--- config.mk ---
export PLATFORM = sky130hd
export DESIGN_NAME = ex_mem_latch
export DESIGN_NICKNAME = d
export VERILOG_FILES = /design/src/rtl/ex_mem_latch.sv
export SDC_FILE = /design/constraint.sdc
export NUM_CORES = 1
export LEC_CHECK = 0
export CORE_MARGIN = 4
export CORE_UTILIZATION = 41
export DETAILED_ROUTE_END_ITERATION = 12
export PLACE_DENSITY_LB_ADDON = 0.05
export SYNTH_ARGS = -nofsm -noshare
export SYNTH_HDL_FRONTEND = slang
export SYNTH_SLANG_ARGS = --single-unit
export TNS_END_PERCENT = 50
--- constraint.sdc ---
create_clock -name CLK -period 6.2 [get_ports CLK]
set_input_delay 1.55 -clock CLK [delete_from_list [all_inputs] [get_ports CLK]]
set_output_delay 1.55 -clock CLK [all_outputs]
set_load 0.005 [all_outputs]
--- src/rtl/ex_mem_latch.sv ---
// EX/MEM pipeline register for the 5-stage MIPS datapath.
// Latches the EX results and runs the data-memory request handshake (IDLE -> REQ -> DONE).
module ex_mem_latch #(
    parameter int WORD_W = 32,
    parameter int REG_W  = 5
) (
    input  logic              CLK,
    input  logic              RST,
    input  logic              ihit,
    input  logic              flush,
    input  logic              dREN_in,
    input  logic              dWEN_in,
    input  logic              regWrite_in,
    input  logic              MemtoReg_in,
    input  logic [REG_W-1:0]  wsel_in,
    input  logic [WORD_W-1:0] aluResult_in,
    input  logic [WORD_W-1:0] storeData_in,
    input  logic [WORD_W-1:0] pcp4_in,
    input  logic              HALT_in,
    input  logic              dhit,
    input  logic [WORD_W-1:0] dmemload,
    output logic              dmemREN,
    output logic              dmemWEN,
    output logic [WORD_W-1:0] dmemaddr,
    output logic [WORD_W-1:0] dmemstore,
    output logic              regWrite_out,
    output logic              MemtoReg_out,
    output logic [REG_W-1:0]  wsel_out,
    output logic [WORD_W-1:0] aluResult_out,
    output logic [WORD_W-1:0] dload_out,
    output logic [WORD_W-1:0] pcp4_out,
    output logic              HALT_out,
    output logic              mem_busy
);

    typedef enum logic [1:0] {IDLE, REQ, DONE} state_t;

    state_t            r_state;
    logic              r_dren;
    logic              r_dwen;
    logic              r_regwrite;
    logic              r_memtoreg;
    logic              r_halt;
    logic [REG_W-1:0]  r_wsel;
    logic [WORD_W-1:0] r_alu;
    logic [WORD_W-1:0] r_store;
    logic [WORD_W-1:0] r_pcp4;
    logic [WORD_W-1:0] r_dload;

    logic w_busy;
    logic w_adv;
    logic w_load_mem;

    assign w_busy     = (r_state == REQ);
    assign w_adv      = ihit & ~w_busy & ~r_halt;
    assign w_load_mem = ~flush & (dREN_in | dWEN_in);

    // NOTE: state registers use non-blocking assignments so every field samples pre-edge values.
    always_ff @(posedge CLK or posedge RST) begin
        if (RST) begin
            r_state    <= IDLE;
            r_dren     <= 1'b0;
            r_dwen     <= 1'b0;
            r_regwrite <= 1'b0;
            r_memtoreg <= 1'b0;
            r_halt     <= 1'b0;
            r_wsel     <= '0;
            r_alu      <= '0;
            r_store    <= '0;
            r_pcp4     <= '0;
            r_dload    <= '0;
        end else if (w_adv) begin
            if (flush) begin
                r_dren     <= 1'b0;
                r_dwen     <= 1'b0;
                r_regwrite <= 1'b0;
                r_memtoreg <= 1'b0;
                r_halt     <= 1'b0;
                r_wsel     <= '0;
                r_alu      <= '0;
                r_store    <= '0;
                r_pcp4     <= '0;
            end else begin
                r_dren     <= dREN_in;
                r_dwen     <= dWEN_in;
                r_regwrite <= regWrite_in;
                r_memtoreg <= MemtoReg_in;
                r_halt     <= HALT_in;
                r_wsel     <= wsel_in;
                r_alu      <= aluResult_in;
                r_store    <= storeData_in;
                r_pcp4     <= pcp4_in;
            end
            r_state <= w_load_mem ? REQ : IDLE;
        end else if (w_busy && dhit) begin
            // Loads capture data; stores leave the previous load value intact.
            if (r_dren) begin
                r_dload <= dmemload;
            end
            r_state <= DONE;
        end
    end

    assign mem_busy      = w_busy;
    assign dmemREN       = r_dren & w_busy;
    assign dmemWEN       = r_dwen & w_busy;
    assign dmemaddr      = r_alu;
    assign dmemstore     = r_store;
    assign regWrite_out  = r_regwrite;
    assign MemtoReg_out  = r_memtoreg;
    assign wsel_out      = r_wsel;
    assign aluResult_out = r_alu;
    assign dload_out     = r_dload;
    assign pcp4_out      = r_pcp4;
    assign HALT_out      = r_halt;

endmodule

* Word level (Yosys, flattened, before mapping)
Cells that the tools add are included.
Word-level totals: logic and storage cells 37, memories 0, output and inout port bits 171, bits in latches 0, memory bits (writable) 0, bits in registers 140, bits in read-only memories 0
Cells by class: $lt $le $gt $ge 0, divide/modulo/power cells 0, reductions and logical operators 3, shift-type cells 0, bitwise gates (word level) 10, equal/unequal tests 1, add/sub/neg operators 0, muxes and demuxes 12, multiply operators 0
Operator list (count):
- 2-to-1 mux 32 bit | 3
- 2-to-1 mux 1 bit | 6
- AND 1 bit | 5
- 2-to-1 mux 5 bit | 1
- 2-to-1 mux 2 bit | 2
- inverter 1 bit | 4
- AND reduction 3 bit | 1
- == test 2 x 1 -> 1 bit (second input constant) | 1
- nonzero test 2 bit | 1
- logical AND 1 bit | 1
- bitwise OR 1 bit | 1

* Logic depth before layout (Yosys ltp)
Gate-level depths: netlist of run 1.
word-level depth 6, gate-level depth with buffers 7, depth with buffers taken out 3

* Worst setup path after synthesis of run 1
Ideal clock, no wire load.
path type reg2out, start point register r_state[1], end point output dmemREN, slack 3.450 ns, arrival time 1.200 ns, cell stages (with the launch flop) 7, buffers on the path 4, path through dfrtp_1 > nor2b_4 > buf_6 > buf_6 > buf_6 > buf_2 > and2_1
Between the ends: word-level cells in the longest chain between the ends 2
Ends and longest elaborated chain:
- from (decl) | line 38 | state_t r_state;
- from (signal assigned) | line 94 | r_state <= w_load_mem ? REQ : IDLE;
- == test 2 x 1 -> 1 bit | line 54 | assign w_busy = (r_state == REQ);
- via mem_busy | line 33 | output logic mem_busy
- AND 1 bit | line 105 | assign dmemREN = r_dren & w_busy;
- to (decl) | line 22 | output logic dmemREN,
The timed path passes the listed nets, and every way through them passes these cells.

* Final worst setup path of run 1
start point register r_state[1], end point output dmemWEN
Between the ends: word-level cells in the longest chain between the ends 2
Ends and longest elaborated chain:
- == test 2 x 1 -> 1 bit | line 54
- AND 1 bit | line 106 | assign dmemWEN = r_dwen & w_busy;
- to (decl) | line 23 | output logic dmemWEN,
Every way passes these cells.

==> results of run 1 <==
cells in the final DEF, fill, tap and decap left out:
cell type / Yosys / layout
o41ai_1: 105 / 105
dfrtp_1: 140 / 140
clkinv_2: 0 / 4
o21ai_1: 7 / 7
a31o_2: 1 / 1
nor2b_4: 1 / 1
clkbuf_8: 0 / 3
nor2_1: 1 / 1
mux2_4: 30 / 30
clkinvlp_4: 0 / 3
clkbuf_1: 45 / 1
clkinv_4: 0 / 1
a22o_1: 1 / 1
buf_4: 32 / 5
bufinv_16: 0 / 3
inv_6: 0 / 1
nand2b_4: 0 / 1
nand3_4: 1 / 1
inv_1: 107 / 106
mux2_2: 2 / 2
o21ai_0: 99 / 99
a221oi_1: 1 / 1
clkbuf_16: 0 / 17
nor2b_1: 1 / 1
and2_1: 2 / 2
clkdlybuf4s50_1: 0 / 312
worst min path at each step:
stage	cells past startpoint	end
floorplan	2	r_dwen$_DFFE_PP0P_
global placement	2	pcp4_out[4]$_DFFE_PP0P_
detailed placement	2	pcp4_out[8]$_DFFE_PP0P_
CTS	2	pcp4_out[8]$_DFFE_PP0P_
global route	2	MemtoReg_out$_DFFE_PP0P_
finish	2	pcp4_out[2]$_DFFE_PP0P_
cell families after synthesis:
logic type             after synthesis
multiplexers                        32
AO/OA/AOI/OAI                      214
flip-flops                         140
AND/OR/NAND/NOR                      7
buffers and inverters              201
report_power, final:
group | switching, mW | internal, mW | total (mW)
Sequential | 0.234 | 1.30 | 1.53
Combinational | 0.758 | 1.17 | 1.93
Clock | 0.381 | 0.662 | 1.04
Total | 1.37 | 3.13 | 4.50
registers in the layout, indices dropped and copies added (netlist names):
name           cells
wsel_out           5
dload_out         32
HALT_out           1
MemtoReg_out       1
aluResult_out     32
r_dren             1
dmemstore         32
r_dwen             1
r_state            2
regWrite_out       1
pcp4_out          32
area by class of cell:
type	count	area [µm²]
timing repair buffer	317	3160
inverter	107	407
clock buffer	21	470
tap	211	264
fill	1241	5350
sequential	140	3500
multi-input combinational	253	2020
clock inverter	11	141
metal layers:
metal | vias to the layer above | track usage
li1 | 2575 | -
met1 | 2603 | 0.259
met2 | 241 | 0.336
met3 | 25 | 0.0774
met4 | 0 | 0.0749
met5 | - | 0
worst register-to-register path: cells and delay by family, from the launching register on:
| kind | cells | cell delay (ps) |
|---|---|---|
| buffers and inverters | 2 | 1590 |
| DFF | 1 | 400 |
| and+or+nand+nor | 2 | 320 |
| AOI/OAI and AO/OA | 1 | 300 |
per-stage QoR:
stage / setup slack (ps) / hold slack, ps / instance area, µm²
final: 2470 / 488 / 9960
after global routing: 2230 / 521 / 9960
after CTS: 2430 / 492 / 9960
after detailed placement: 2130 / 478 / 9350
after global placement: 2270 / 470 / 9350
after floorplan: 897 / 463 / 6460
==> metrics.csv, run 1 <==
stage,metric,value,unit
outcome,status,completed,
global_routing,grt_pass1_vias,5502,
drt,ant_nets,0,
layout,fin_cells,1060,
placed_design,dp_cells,1028,
min_path,min_from,pcp4_out[2]$_DFFE_PP0P_,
worst_setup_path,crit_path_cell_trace,"nor2b_4, buf_4, and2_1, clkdlybuf4s50_1",
worst_setup_path,reg2reg_from,r_state[1]$_DFFE_PP0P_,
pwr,leakagePower,4.50,nW
worst_setup_path,crit_family,buffers and inverters,
synth,synth_nets,737,
synth,yosysMostFrequentCell,dfrtp_1,
timing,fin_skew,13.1,ps
clock_tree,cts_tree,done,
clock_tree,root_buffer,clkbuf_16,
synth,synth_top_family_by_area,compound AO/OA/AOI/OAI gates,
synth,synth_edf_count,0,
layout,fin_util,0.651,
drt,top_layer,met4,
synth,synth_compound_area_frac,0.229,
clock_tree,clk_pin_slew,60,ps
synth,synth_simple_gate_area_share,0.00930,
timing,report.final.setup_viol,0,
synth,ys.warnings.count,0,
synth,synth_top_area_frac,0.542,
clock_tree,cts_setup_buffers,0,
global_routing,grt_usage,0.209,
timing,max_freq,268,MHz
clock_tree,clk_path_buf_depth,2,
drt,drt_wl_total,18800,µm
timing,drv_slew,0,
timing,tns,0,ps
floorplan,fp-row-count,45,
drt,dr.first_iter.drc_count,281,
worst_setup_path,crit_end,dmemWEN,
timing,worst_slew_pin_slew,1330,ps
clock_tree,numCtsBuffers,17,
worst_setup_path,r2r_slack,3470,ps
drt,wl_per_cell,17.7,µm
worst_setup_path,critPathMaxFanout,67,
synth,syn_area,6460,µm²
floorplan,die_area,17800,µm²
synth,synth-async-reset-ratio,1.00,
timing,rsz0062_at_grt,false,
clock_tree,clock-sinks,140,
drt,routed_via_density,5.14,
timing,final_hold_viol_count,0,
floorplan,die_x,134,µm
drt,met2_length,9190,µm
worst_setup_path,path_class,flop to output pin,
worst_setup_path,worstPathRequired,4650,ps
drt,first_pass_iters,4,
synth,yosys.area.top_type,dfrtp_1,
clock_tree,h-tree-depth,4,
pwr,powerDensity,452,nW/µm²
placed_design,io_buffers,313,
worst_setup_path,rr_endpoint,HALT_out$_DFFE_PP0P_,
timing,relSlewSlack,0.114,
pwr,total_power,4.50,mW
layout,syn2layout_area_growth,54.3,%
synth,synthXorXnorAreaFrac,0,
floorplan,die_y,134,µm
timing,min_period,3730,ps
synth,synth.mux.area_fraction,0.0732,
worst_setup_path,cp.depth,4,
synth,synth-seq-cells,140,
worst_setup_path,endpoint_kind,output pin,
global_routing,antenna_found_initial,0,
placed_design,dp_hpwl,12800,µm
global_routing,grt_max_degree,152,
synth,synth_fa_ha_area_frac,0,
synth,synthTopCellsByArea,"dfrtp_1, o41ai_1, o21ai_0, mux2_4, inv_1",
synth,synth_area_per_cell,10.9,µm²
drt,num_vias,5444,
worst_setup_path,critPathLaunchType,flop,
floorplan,initial_core_util,0.422,
worst_setup_path,cp_slowest_stage_delay,550,ps
worst_setup_path,cpMaxStageDelayCell,clkdlybuf4s50_1,
drt,drc,0,
layout,n_antenna_cell,0,
worst_setup_path,startpoint,r_state[1]$_DFFE_PP0P_,
synth,yosysUniqueCellTypes,21,
synth,synth_cells,594,
global_routing,grt_remaining_overflow,0,
layout,nets,979,
clock_tree,clock_latency,420,ps
worst_setup_path,worstRegToRegCells,5,
clock_tree,ctsResizeCount,0,
flow_run,maxCapViolations,0,
floorplan,ios,314,
drt,wl_met1,7570,µm
global_routing,grt_first_pass_wirelength,29600,µm
drt,wl_met3,1620,µm
worst_setup_path,critical_path_arrival,2180,ps
pwr,irDropWorstVdd,277,µV
placed_design,finalWeightedCongestion,0.748,
synth,synthTopCellsByCount,"dfrtp_1, inv_1, o41ai_1",
layout,drive_gt1_frac,0.0860,
synth,synthFlopType,dfrtp_1,
clock_tree,cts_hold_buf,0,
synth,yosysSeqAreaShare,0.542,
timing,finalCritPeriodShare,0.602,
worst_setup_path,cp.buffers_inverters,2,
floorplan,fp.coreArea,15300,µm²
min_path,min_path_type,flop to flop,
No activity file was read; power rests on OpenSTA's default activity.
==> run 2: changes to the inputs <==
Settings changed: CORE_UTILIZATION 41 to 37.
Clock period 6.2 ns to 3.3 ns, I/O delays scaled along.
==> metrics.csv, run 2 (same netlist as run 1, synthesis figures left out) <==
stage,metric,value,unit,change
pwr,intPower,5.81,mW,+86%
floorplan,ios,314,,unchanged
floorplan,initial_core_util,0.376,,-0.0457
min_path,min_path_type,flop to flop,,
layout,nets,985,,+0.61%
floorplan,die_area,19600,µm²,+10%
clock_tree,ctsResizeCount,0,,unchanged
worst_setup_path,cp.buffers_inverters,2,,unchanged
drt,dr.first_iter.drc_count,259,,-7.8%
worst_setup_path,path_class,flop to output pin,,
pwr,p_seq_frac,0.337,,-0.004
placed_design,pre_cts_ws,736,ps,-1390 ps
floorplan,fp-row-count,48,,+6.7%
pwr,total_power,8.52,mW,+89%
worst_setup_path,r2r_slack,1120,ps,-2350 ps
pwr,irDropWorstVdd,504,µV,+82%
placed_design,place_area,9450,µm²,+1.1%
min_path,hold_depth,2,,unchanged
global_routing,grt_remaining_overflow,0,,unchanged
timing,relSlewSlack,0.162,,+0.0473
clock_tree,h-tree-depth,4,,unchanged
timing,final_hold_viol_count,0,,unchanged
layout,final_common_cell,clkdlybuf4s50_1,,
worst_setup_path,critical_path_arrival,2040,ps,-140 ps
layout,syn2layout_area_growth,55.8,%,
worst_setup_path,rr_endpoint,dmemstore[8]$_DFFE_PP0P_,,
layout,layout_common_cells,"clkdlybuf4s50_1, dfrtp_1, inv_1",,
global_routing,grt_usage,0.194,,-0.0143
placed_design,io_buffers,313,,unchanged
clock_tree,clock-sinks,140,,unchanged
pwr,clkPwrFrac,0.231,,about the same
drt,ant_nets,0,,unchanged
timing,drv_slew,0,,unchanged
layout,post-route-cell-area,10100,µm²,+0.97%
clock_tree,clk_path_buf_depth,2,,unchanged
clock_tree,cts_hold_buf,0,,unchanged
global_routing,antenna_found_initial,2,,+2
pwr,p_sw,2.71,mW,+97%
floorplan,die_y,140,µm,+5.0%
drt,routed_via_density,5.03,,-2.0%
min_path,min_from,pcp4_out[5]$_DFFE_PP0P_,,
placed_design,finalWeightedCongestion,0.792,,+5.9%
layout,fin_util,0.586,,-0.0649
clock_tree,clk_pin_slew,70,ps,about the same
timing,tns,0,ps,unchanged
clock_tree,cts_tree,done,,
floorplan,die_x,140,µm,+5.0%
floorplan,fp.coreArea,17200,µm²,+12%
timing,worst_slew_pin_slew,1260,ps,-70.9 ps
worst_setup_path,cp_slowest_stage_delay,590,ps,+40 ps
pwr,pwr-share-comb,0.432,,+0.004
timing,min_period,2860,ps,
timing,report.final.setup_viol,0,,unchanged
layout,drive_gt1_frac,0.0936,,+0.00758
pwr,powerDensity,847,nW/µm²,+87%
drt,drt_wl_total,19400,µm,+3.5%
placed_design,dp_hpwl,13700,µm,+6.9%
clock_tree,numCtsBuffers,17,,unchanged
timing,whs,493,ps,+4.79 ps
clock_tree,root_buffer,clkbuf_16,,
worst_setup_path,worstRegToRegCells,4,,-1
placed_design,dp_cells,1048,,+1.9%
drt,first_pass_iters,4,,unchanged
worst_setup_path,crit_path_cell_trace,"nor2b_4, buf_4, clkdlybuf4s50_1",,
pwr,p_sw_frac,0.318,,+0.0128
layout,fin_cells,1081,,+2.0%
global_routing,grt_pass1_vias,5650,,+2.7%
flow_run,maxCapViolations,0,,unchanged
timing,rsz0062_at_grt,false,,
worst_setup_path,crit_family,buffers and inverters,,
worst_setup_path,cpMaxStageDelayCell,clkdlybuf4s50_1,,
pwr,leakagePower,4.53,nW,+0.81%
global_routing,grt_max_degree,142,,-6.6%
drt,wl_per_cell,18.0,µm,+1.5%
worst_setup_path,critPathMaxFanout,42,,-37%
worst_setup_path,critPathLaunchType,flop,,
clock_tree,cts_setup_buffers,0,,unchanged
outcome,status,completed,,
timing,fin_skew,6.90,ps,-6.18 ps
global_routing,grt_first_pass_wirelength,30600,µm,+3.3%
timing,finalWorstSetupSlack,440,ps,-2030 ps
timing,finalCritPeriodShare,0.867,,
timing,max_freq,350,MHz,
worst_setup_path,endpoint_kind,output pin,,
drt,num_vias,5441,,-0.055%
drt,drc,0,,unchanged
min_path,hold_end,pcp4_out[5]$_DFFE_PP0P_,,
clock_tree,clock_latency,420,ps,about the same
worst_setup_path,worstPathRequired,2470,ps,-2180 ps
worst_setup_path,reg2reg_from,r_state[1]$_DFFE_PP0P_,,
-- run 2: changes by cell type in the layout (fill, tap and decap cells not counted), sizes merged --
cell / before / now
buf: 5 / 11
bufinv: 3 / 2
clkbuf: 21 / 17
clkinv: 5 / 4
diode: 0 / 1
inv: 107 / 113
-- run 2: worst max path at each step --
stage,start,to,slack [ps],cells after the start
3_3_place_gp,dhit,dload_out[2]$_DFFE_PP0P_,820,3
4_1_cts,r_state[1]$_DFFE_PP0P_,mem_busy,410,3
5_1_grt,r_state[1]$_DFFE_PP0P_,mem_busy,340,3
3_5_place_dp,ihit,dmemstore[8]$_DFFE_PP0P_,740,5
6_report,r_state[1]$_DFFE_PP0P_,mem_busy,440,3
2_1_floorplan,RST,HALT_out$_DFFE_PP0P_,730,1
-- run 2: metal layers --
metal	global-route usage	vias to the layer above	share of wire	wire length, µm
met2	0.322	205	0.50	9640
met5	0	-	0.00067	13
met4	0.0765	2	0.024	471
met1	0.229	2608	0.40	7710
met3	0.0748	30	0.083	1610
li1	-	2596	-	-
-- run 2: power groups by stage --
stage / registers (mW) / logic (mW) / clock network, mW
floorplan: 2.89 / 1.68 / 0
global placement: 2.87 / 3.63 / 0
detailed placement: 2.90 / 3.72 / 0
CTS: 2.89 / 3.73 / 2.00
global route: 2.98 / 3.97 / 2.09
finish: 2.87 / 3.68 / 1.97
-- run 2: cell type report --
| type | count | area (µm²) |
|---|---|---|
| clock inverters | 15 | 181 |
| well taps | 225 | 282 |
| multi-input cells | 253 | 2020 |
| repair buffers | 323 | 3240 |
| clock buffers | 17 | 425 |
| fillers | 1468 | 7120 |
| flip-flops and latches | 140 | 3500 |
| diodes | 1 | 2.50 |
| inverters | 107 | 405 |
-- run 2: worst reg2reg max path: cells and delay by family, from the launching register on --
kind | cells | cell delay [ps]
AOI/OAI and AO/OA | 2 | 480
buffers and inverters | 1 | 970
DFF | 1 | 410
and+or+nand+nor | 1 | 210
==> run 3: changes to the inputs <==
--- a/config.mk
+++ b/config.mk
@@ -6,6 +6,7 @@
 export NUM_CORES = 1
 export LEC_CHECK = 0
+export ABC_AREA = 1
 export CORE_MARGIN = 4
-export CORE_UTILIZATION = 37
+export CORE_UTILIZATION = 36
 export DETAILED_ROUTE_END_ITERATION = 12
 export PLACE_DENSITY_LB_ADDON = 0.05
==> constraint.sdc (replaced) <==
create_clock -name CLK -period 3.3 [get_ports CLK]
set_input_delay 0.33 -clock CLK [delete_from_list [all_inputs] [get_ports CLK]]
set_output_delay 0.33 -clock CLK [all_outputs]
set_load 0.005 [all_outputs]
==> metrics.csv, run 3 <==
stage,metric,value,unit,change
outcome,status,completed,,
pwr,powerDensity,874,nW/µm²,+3.2%
pwr,leakagePower,4.20,nW,-7.3%
drt,dr.first_iter.drc_count,311,,+20%
drt,first_pass_iters,4,,unchanged
drt,ant_nets,0,,unchanged
timing,report.final.setup_viol,0,,unchanged
worst_setup_path,cp_slowest_stage_delay,570,ps,-20 ps
worst_setup_path,worstPathRequired,2970,ps,+500 ps
pwr,irDropWorstVdd,341,µV,-32%
worst_setup_path,critPathLaunchType,flop,,
floorplan,die_x,136,µm,-3.0%
floorplan,die_area,18500,µm²,-5.8%
worst_setup_path,cpMaxStageDelayCell,clkdlybuf4s50_1,,
synth,yosys.area.top_type,dfrtp_1,,
placed_design,finalWeightedCongestion,0.789,,-0.37%
clock_tree,numCtsBuffers,17,,unchanged
timing,final_hold_viol_count,0,,unchanged
global_routing,grt_usage,0.197,,+0.00219
pwr,total_power,8.23,mW,-3.4%
worst_setup_path,endpoint_kind,output pin,,
drt,num_vias,5256,,-3.4%
timing,worst_slew_pin_slew,1070,ps,-192 ps
timing,fin_skew,5.05,ps,-1.85 ps
drt,drc,0,,unchanged
synth,synthTopCellsByArea,"dfrtp_1, nand2_1, o21ai_0, buf_4, o21ai_1",,
worst_setup_path,cp.buffers_inverters,3,,+1
worst_setup_path,path_class,flop to output pin,,
clock_tree,clock_latency,410,ps,about the same
placed_design,dp_cells,1109,,+5.8%
worst_setup_path,reg2reg_from,HALT_out$_DFFE_PP0P_,,
worst_setup_path,rr_endpoint,dmemstore[9]$_DFFE_PP0P_,,
synth,syn_area,5900,µm²,-8.7%
clock_tree,clk_path_buf_depth,2,,unchanged
clock_tree,clk_pin_slew,50,ps,-20 ps
synth,synth-async-reset-ratio,1.00,,unchanged
timing,rsz0062_at_grt,false,,
synth,yosysSeqAreaShare,0.594,,+0.0517
global_routing,antenna_found_initial,1,,-1
global_routing,grt_remaining_overflow,0,,unchanged
timing,finalCritPeriodShare,0.709,,-0.158
synth,synthFlopType,dfrtp_1,,
synth,yosysUniqueCellTypes,18,,-14%
timing,max_freq,428,MHz,+22%
clock_tree,cts_setup_buffers,0,,unchanged
floorplan,fp-row-count,46,,-4.2%
timing,min_period,2340,ps,-521 ps
drt,wl_per_cell,16.1,µm,-11%
layout,drive_gt1_frac,0.0455,,-0.0481
clock_tree,clock-sinks,140,,unchanged
synth,synthTopCellsByCount,"nand2_1, dfrtp_1, o21ai_0",,
floorplan,fp.coreArea,15900,µm²,-7.2%
synth,synth-seq-cells,140,,unchanged
global_routing,grt_max_degree,213,,+50%
clock_tree,cts_hold_buf,0,,unchanged
synth,synth_edf_count,0,,unchanged
flow_run,maxCapViolations,0,,unchanged
floorplan,ios,314,,unchanged
clock_tree,ctsResizeCount,0,,unchanged
timing,tns,0,ps,unchanged
layout,final_common_cell,clkdlybuf4s50_1,,
worst_setup_path,crit_path_cell_trace,"inv_2, nand2_2, nor2_4, buf_4, clkdlybuf4s50_1",,
layout,layout_common_cells,"clkdlybuf4s50_1, nand2_1, dfrtp_1",,
worst_setup_path,crit_family,buffers and inverters,,
synth,yosysMostFrequentCell,nand2_1,,
timing,whs,355,ps,-138 ps
synth,ys.warnings.count,0,,unchanged
layout,fillerInstances,1402,,-4.5%
placed_design,dp_hpwl,13200,µm,-3.9%
layout,nets,1055,,+7.1%
layout,fin_cells,1141,,+5.6%
placed_design,io_buffers,313,,unchanged
floorplan,die_y,136,µm,-3.0%
worst_setup_path,critical_path_arrival,2010,ps,-30 ps
timing,relSlewSlack,0.290,,+0.128
worst_setup_path,r2r_slack,1400,ps,+280 ps
timing,drv_slew,0,,unchanged
drt,drt_wl_total,18300,µm,-5.7%
worst_setup_path,worstRegToRegCells,3,,-1
min_path,min_path_type,input pin to async pin,,
synth,synth_top_area_frac,0.594,,+0.0517
clock_tree,h-tree-depth,4,,unchanged
clock_tree,root_buffer,clkbuf_16,,
global_routing,grt_pass1_vias,5110,,-9.6%
synth,synth_nets,792,,+7.5%
synth,synth_area_per_cell,9.09,µm²,-16%
clock_tree,cts_tree,done,,
worst_setup_path,critPathMaxFanout,33,,-21%
worst_setup_path,cp.depth,5,,+2
floorplan,initial_core_util,0.370,,-0.00614
layout,syn2layout_area_growth,59.7,%,
drt,routed_via_density,4.61,,-8.5%
synth,synth_cells,649,,+9.3%
global_routing,grt_first_pass_wirelength,28100,µm,-8.3%
## run 3: cell type report
type / instances / area [µm²] / share of cell area
Clock buffer: 24 / 492 / 0.0522
Antenna cell: 1 / 2.50 / 0.000266
Inverter: 7 / 31.3 / 0.00332
Clock inverter: 7 / 87.6 / 0.00930
Tap cell: 216 / 270 / 0.0287
Multi-Input combinational cell: 426 / 1810 / 0.192
Sequential cell: 140 / 3500 / 0.372
Timing Repair Buffer: 320 / 3220 / 0.342
## run 3: how the worst max path moves through the flow
stage	start	end	slack, ps
2_1_floorplan	RST	HALT_out$_DFFE_PP0P_	1220
3_3_place_gp	flush	pcp4_out[20]$_DFFE_PP0P_	990
3_5_place_dp	flush	aluResult_out[30]$_DFFE_PP0P_	930
4_1_cts	r_state[1]$_DFFE_PP0P_	dmemREN	930
5_1_grt	r_state[1]$_DFFE_PP0P_	dmemREN	840
6_report	r_state[1]$_DFFE_PP0P_	dmemREN	960
## run 3: per-layer routing
| metal | track usage | vias to the layer above | wire length, µm |
|---|---|---|---|
| li1 | - | 2566 | - |
| met1 | 0.237 | 2431 | 7260 |
| met2 | 0.320 | 225 | 8870 |
| met3 | 0.0733 | 34 | 1700 |
| met4 | 0.0795 | 0 | 518 |
| met5 | 0 | - | 0 |
## run 3: cells by family (layout without fill, tap and decap cells)
| group | after synthesis | in the layout | share of synthesized area |
|---|---|---|---|
| other | 0 | 1 | 0 |
| DFF | 140 | 140 | 0.594 |
| buffers and inverters | 83 | 358 | 0.100 |
| AOI/OAI and AO/OA | 107 | 107 | 0.0912 |
| and+or+nand+nor | 319 | 319 | 0.214 |
## run 3: where the power goes
| group | switching [mW] | leakage [nW] | internal, mW |
|---|---|---|---|
| logic | 1.26 | 2.09 | 2.09 |
| registers | 0.495 | 1.83 | 2.51 |
| clock network | 0.689 | 0.286 | 1.18 |
## run 3: per-stage QoR
step,utilization,setup slack [ps],area (µm²)
global route,0.591,837,9420
detailed placement,0.554,926,8840
CTS,0.591,929,9420
global placement,0.554,987,8840
floorplan,-,1220,5900
finish,0.591,961,9420
